`src/rtl/pipe_stage_latch_pkg.sv`:
```
// Shared definitions for the inter-stage pipeline latch: FSM state encoding and bubble default.
// Encoding 2'd3 is unused; the FSM treats it as a path back to EMPTY.
package pipe_stage_latch_pkg;

    typedef enum logic [1:0] {
        PS_EMPTY = 2'd0,
        PS_ONE   = 2'd1,
        PS_TWO   = 2'd2
    } ps_state_t;

    localparam logic [31:0] NOP_INSTR_DFLT = 32'h0;

endpackage

```
`src/rtl/pipe_stage_latch_entry_reg.sv`:
```
// One {valid, IR, PC_next} slot of the pipeline latch; loads on en, forces a bubble on bubble.
// Latency: 1 cycle from d_* to q_*.
// Backpressure: none of its own; the parent decides when to load or bubble.
module pipe_stage_latch_entry_reg #(
    parameter int              IR_W      = 32,
    parameter int              PC_W      = 32,
    parameter logic [IR_W-1:0] NOP_INSTR = '0
) (
    input  logic            clock,
    input  logic            reset,
    input  logic            en,
    input  logic            bubble,
    input  logic            d_valid,
    input  logic [IR_W-1:0] d_ir,
    input  logic [PC_W-1:0] d_pc,
    output logic            q_valid,
    output logic [IR_W-1:0] q_ir,
    output logic [PC_W-1:0] q_pc
);

    // Bubble wins over a load so a flush can never be overridden by a same-cycle transfer.
    always_ff @(posedge clock) begin
        if (!reset || bubble) begin
            q_valid <= 1'b0;
            q_ir    <= NOP_INSTR;
            q_pc    <= '0;
        end else if (en) begin
            q_valid <= d_valid;
            q_ir    <= d_ir;
            q_pc    <= d_pc;
        end
    end

endmodule

```
`src/rtl/pipe_stage_latch.sv`:
```
// Flow-controlled inter-stage latch with a head register and a skid register, plus stall counter.
// Latency: 1 cycle in->out; throughput 1/cycle while out_ready stays high.
// Backpressure: in_ready is registered (low only in TWO), so no comb path from out_ready.
module pipe_stage_latch
    import pipe_stage_latch_pkg::*;
#(
    parameter int              IR_W      = 32,
    parameter int              PC_W      = 32,
    parameter logic [IR_W-1:0] NOP_INSTR = IR_W'(NOP_INSTR_DFLT),
    parameter int              CNT_W     = 16
) (
    input  logic             clock,
    input  logic             reset,
    input  logic             flush,
    input  logic             in_valid,
    output logic             in_ready,
    input  logic [IR_W-1:0]  in_IR,
    input  logic [PC_W-1:0]  in_PC_next,
    output logic             out_valid,
    input  logic             out_ready,
    output logic [IR_W-1:0]  out_IR,
    output logic [PC_W-1:0]  out_PC_next,
    output logic [CNT_W-1:0] stall_cnt
);

    localparam logic [CNT_W-1:0] CNT_MAX = '1;

    ps_state_t state;
    ps_state_t nxt;

    logic accept;
    logic consume;

    logic head_en;
    logic head_bub;
    logic head_from_skid;
    logic skid_en;
    logic skid_bub;

    logic            head_valid;
    logic [IR_W-1:0] head_ir;
    logic [PC_W-1:0] head_pc;
    logic            skid_valid;
    logic [IR_W-1:0] skid_ir;
    logic [PC_W-1:0] skid_pc;

    logic            head_d_valid;
    logic [IR_W-1:0] head_d_ir;
    logic [PC_W-1:0] head_d_pc;

    assign accept  = in_valid & in_ready;
    assign consume = out_valid & out_ready;

    always_ff @(posedge clock) begin
        if (!reset) begin
            state <= PS_EMPTY;
        end else begin
            state <= nxt;
        end
    end

    always_comb begin
        nxt = state;
        if (flush) begin
            nxt = PS_EMPTY;
        end else begin
            case (state)
                PS_EMPTY: if (accept) nxt = PS_ONE;
                PS_ONE: begin
                    if (accept && !consume) begin
                        nxt = PS_TWO;
                    end else if (!accept && consume) begin
                        nxt = PS_EMPTY;
                    end
                end
                PS_TWO:   if (consume) nxt = PS_ONE;
                default:  nxt = PS_EMPTY;
            endcase
        end
    end

    // Register controls; the head is bubbled whenever it empties so out_IR/out_PC_next
    // come straight from flops and already show NOP_INSTR/0 while out_valid is low.
    always_comb begin
        head_en        = 1'b0;
        head_bub       = 1'b0;
        head_from_skid = 1'b0;
        skid_en        = 1'b0;
        skid_bub       = 1'b0;
        if (flush) begin
            head_bub = 1'b1;
            skid_bub = 1'b1;
        end else begin
            case (state)
                PS_EMPTY: head_en = accept;
                PS_ONE: begin
                    head_en  = accept & consume;
                    skid_en  = accept & ~consume;
                    head_bub = ~accept & consume;
                end
                PS_TWO: begin
                    if (consume) begin
                        head_en        = 1'b1;
                        head_from_skid = 1'b1;
                        skid_bub       = 1'b1;
                    end
                end
                default: begin
                    head_bub = 1'b1;
                    skid_bub = 1'b1;
                end
            endcase
        end
    end

    always_ff @(posedge clock) begin
        if (!reset) begin
            in_ready <= 1'b1;
        end else begin
            in_ready <= (nxt != PS_TWO);
        end
    end

    assign head_d_valid = head_from_skid ? skid_valid : 1'b1;
    assign head_d_ir    = head_from_skid ? skid_ir    : in_IR;
    assign head_d_pc    = head_from_skid ? skid_pc    : in_PC_next;

    pipe_stage_latch_entry_reg #(
        .IR_W      (IR_W),
        .PC_W      (PC_W),
        .NOP_INSTR (NOP_INSTR)
    ) u_head (
        .clock   (clock),
        .reset   (reset),
        .en      (head_en),
        .bubble  (head_bub),
        .d_valid (head_d_valid),
        .d_ir    (head_d_ir),
        .d_pc    (head_d_pc),
        .q_valid (head_valid),
        .q_ir    (head_ir),
        .q_pc    (head_pc)
    );

    pipe_stage_latch_entry_reg #(
        .IR_W      (IR_W),
        .PC_W      (PC_W),
        .NOP_INSTR (NOP_INSTR)
    ) u_skid (
        .clock   (clock),
        .reset   (reset),
        .en      (skid_en),
        .bubble  (skid_bub),
        .d_valid (1'b1),
        .d_ir    (in_IR),
        .d_pc    (in_PC_next),
        .q_valid (skid_valid),
        .q_ir    (skid_ir),
        .q_pc    (skid_pc)
    );

    assign out_valid   = head_valid;
    assign out_IR      = head_ir;
    assign out_PC_next = head_pc;

    // Flush does not touch the counter: stalls seen before a flush still count.
    always_ff @(posedge clock) begin
        if (!reset) begin
            stall_cnt <= '0;
        end else if (out_valid && !out_ready && (stall_cnt != CNT_MAX)) begin
            stall_cnt <= stall_cnt + 1'b1;
        end
    end

endmodule

```
`config.mk`:
```
export PLATFORM = sky130hd
export DESIGN_NAME = pipe_stage_latch
export DESIGN_NICKNAME = d
export VERILOG_FILES = /design/src/rtl/pipe_stage_latch_pkg.sv /design/src/rtl/pipe_stage_latch_entry_reg.sv /design/src/rtl/pipe_stage_latch.sv
export SDC_FILE = /design/constraint.sdc
export NUM_CORES = 1
export LEC_CHECK = 0
export CORE_UTILIZATION = 56
export CTS_BUF_LIST = sky130_fd_sc_hd__clkbuf_8
export DETAILED_ROUTE_END_ITERATION = 8
export PLACE_DENSITY = 0.88
export SYNTH_ARGS = -nofsm -noshare
export SYNTH_HDL_FRONTEND = slang
export SYNTH_HIERARCHICAL = 1
export SYNTH_SLANG_ARGS = --single-unit
```
`constraint.sdc`:
```
create_clock -name clock -period 3.3 [get_ports clock]
set_input_delay 0.99 -clock clock [delete_from_list [all_inputs] [get_ports clock]]
set_output_delay 0.99 -clock clock [all_outputs]
set_load 0.02 [all_outputs]
```
==> metrics.md <==
| Metric | Value |
|---|---|
| Cell Pwr Density | `415.0 nW/um^2` |
| Die H | `109.5 um` |
| Core area | `approximately 11000 um^2` |
| Max frequency | `379.4 MHz` |
| Vias in the first global route | `around 5000` |
| Req. time, crit path | `between 3 and 4 ns` |
| Final-report max-slew violation count | `0` |
| Drt first pass iters | `5` |
| Gr usage total | `25.51%` |
| Synth area leader | `dfxtp_1` |
| Critical Path AT | `2.96 ns` |
| Outcome | `finished, final reports clean` |
| Avg Cell Area, Syn | `10.54 um^2` |
| Final Hold Fails | `0` |
| Synth cell types | `38` |
| Largest net degree at the start of global routing | `56` |
| Drt drc | `0` |
| First-pass GRT wire length | `approximately 23000 um` |
| CP endpoint kind | `register` |
| Post-CTS sizing | `0` |
| Max Cap Viol | `0` |
| Nets | `826` |
| Initial detailed-routing violation count | `221` |
| CTS tree | `done` |
| Hold Buf Count CTS | `0` |
| Routed via count | `5012` |
| Row cnt | `38` |
| # IOs | `151` |
| HPWL after DPL | `roughly 10000 um` |
| Number of port buffers | `150` |
| Tcrit/Tclk final | `79.88%` |
| DR WL/cell | `roughly 17 um` |
| Final setup vio count | `0` |
| Initial Utilization | `58.64%` |
| Worst slew pin tran | `just under 0.8 ns` |
| Die ar. | `11980 um^2` |
| Synthesis Warnings | `6` |
| Die width | `109.5 um` |
| Number of clock sinks | `149` |
| Worst setup SP type | `primary input` |
| Total global routing overflow | `0` |
| CTS Root Cell | `clkbuf_8` |
| Sequential fraction of the synthesis area | `a little under half` |
| Max clock buf depth | `2` |
| Minimum setup slack among reg-to-reg paths | `1.00 ns` |
| Synth top cells by count | `149 x dfxtp_1, 136 x nor2_1, 132 x mux2i_1` |
| Clock latency at the later pin of the worst-skew pair | `~0.43 ns` |
| Ys flop type | `dfxtp_1` |
| Worst-path maximum fanout | `27` |
| Most numerous cell in the Yosys netlist | `dfxtp_1` |
| DRT antenna net count | `0` |
| P_leak | `2.821 nW` |
| Fraction of layout cells with a size suffix above 1 | `between 10 and 15%` |
| EDFF count, synth | `0` |
| Max H-tree Level | `4` |
| Ys async rst share | `0%` |
| WL final | `14990 um` |
| Post-layout util | `75.61%` |
| Max VDD drop | `0.0002983 V` |
| Post-Synthesis Cells | `614` |
| Initial antenna violation count | `0` |
| Synthesized flop and latch total | `149` |
| Post-Syn Nets | `between 600 and 700` |
| Cell Area, Synth | `6469 um^2` |
| CTS buffer count | `17` |
| Crit Path Class | `primary input to register` |
| Antenna fix cells | `0` |
| Via density | `approximately 5.5` |
| Placer Congestion | `0.8147` |
| Main area contributors after synthesis | `dfxtp_1 46%, mux2i_1 20%, mux2_2 11%` |
| Final setup TNS | `0 ns` |
| Type of the worst min-delay path | `register to register` |
| # Post-CTS Setup Buffers | `0` |
| RSZ-0062 raised after global routing | `false` |
| Syn-to-layout area delta | `28.94%` |
| Clk slew on worst S/H paths | `0.07 ns` |
| Synth top area share | `46.11%` |
| Rel. slew slack | `47.14%` |
| Fin Clk Skew | `about 0.0080 ns` |
| Minimum clock period | `2.636 ns` |
## report_power, final
group / internal, W / switching, W
Sequential: 0.00182 / 0.0000151
Combinational: 0.000200 / 0.000166
Clock: 0.000643 / 0.000616
Total: 0.00266 / 0.000797
## per-stage QoR
| stage | instance area (um^2) | setup WS (ns) | hold WS, ns | power (W) | instances |
|---|---|---|---|---|---|
| finish | 8341 | 0.6641 | 0.4861 | 0.003461 | 908 |
| global placement | 7980 | 0.3242 | 0.4645 | 0.002231 | 877 |
| detailed placement | 7980 | 0.2311 | 0.4722 | 0.002242 | 877 |
| global route | 8341 | 0.5551 | 0.5206 | 0.003611 | 908 |
| CTS | 8341 | 0.6926 | 0.4900 | 0.003495 | 908 |
| floorplan | 6469 | 0.8821 | 0.4511 | 0.002088 | 614 |
## area by class of cell
class | count | area (um^2)
clock buffer | 24 | 330.3
clock inverter | 7 | 30.03
fill | 729 | 2690
inverter | 3 | 11.26
multi-input combinational | 423 | 3144
sequential | 149 | 2983
tap | 140 | 175.2
timing repair buffer | 162 | 1667
## cells by family (layout without fill, tap and decap cells)
logic type / count (synthesis) / after routing / synth area share [%]
AND/OR/NAND/NOR: 188 / 188 / 12.80
buffers and inverters: 42 / 196 / 5.783
adder cells (fa/ha/maj): 1 / 1 / 0.1934
AO/OA/AOI/OAI: 35 / 35 / 3.211
flip-flops: 149 / 149 / 46.11
XOR/XNOR: 2 / 2 / 0.2708
multiplexers: 196 / 196 / 31.57
other: 1 / 1 / 0.05797
## routing by layer
metal,global-route usage (%),share of wire (%),vias up
met1,30.22,41,2399
met4,12.48,2.9,0
li1,-,-,2400
met5,0,0,-
met3,6.106,5.9,36
met2,43.26,50,177
## cells in the final DEF, fill, tap and decap left out, types with 2 or more instances in the layout
cell,Yosys,final
or3_2,2,2
o31ai_1,4,4
nand3_1,7,7
buf_4,2,6
xor2_1,2,2
inv_1,3,7
nand2b_1,6,4
mux2i_1,132,132
nand2_1,10,10
o21ai_0,9,9
nor2_1,136,135
a21oi_1,16,16
clkinv_2,0,3
mux2_2,64,64
or3_1,7,7
clkdlybuf4s50_1,0,150
buf_12,10,6
or4_1,5,5
nand2b_2,0,2
and3_1,2,2
dfxtp_1,149,149
clkbuf_8,0,24
nand4_1,4,4
## flip-flops by register name (all words and copies together) (netlist names)
name            cells
u_skid/q_pc        32
u_skid/q_ir        32
stall_cnt          16
u_skid/q_valid      1
u_head/q_valid      1
u_head/q_pc        32
state               2
in_ready            1
u_head/q_ir        32
## worst max-delay path, cell delays in order
cell             delay [ns]
clkdlybuf4s50_1        0.55
nand2_1                0.11
nor4b_2                0.27
buf_4                  0.40
mux2_2                 0.40
mux2i_1                0.17
nor2_1                 0.06
## final timing paths
kind                                                   from                      endpoint  cells after the start
worst max register to register    stall_cnt[0]$_SDFFE_PN0P_     stall_cnt[1]$_SDFFE_PN0P_                      6
worst min-delay path            u_skid/q_valid$_SDFFE_PP0P_   u_skid/q_valid$_SDFFE_PP0P_                      2
worst max-delay path                              out_ready  u_head/q_ir[14]$_SDFFE_PP0P_                      7
worst min register to register  u_skid/q_valid$_SDFFE_PP0P_   u_skid/q_valid$_SDFFE_PP0P_                      2
Power figures use the tool's default switching activity.
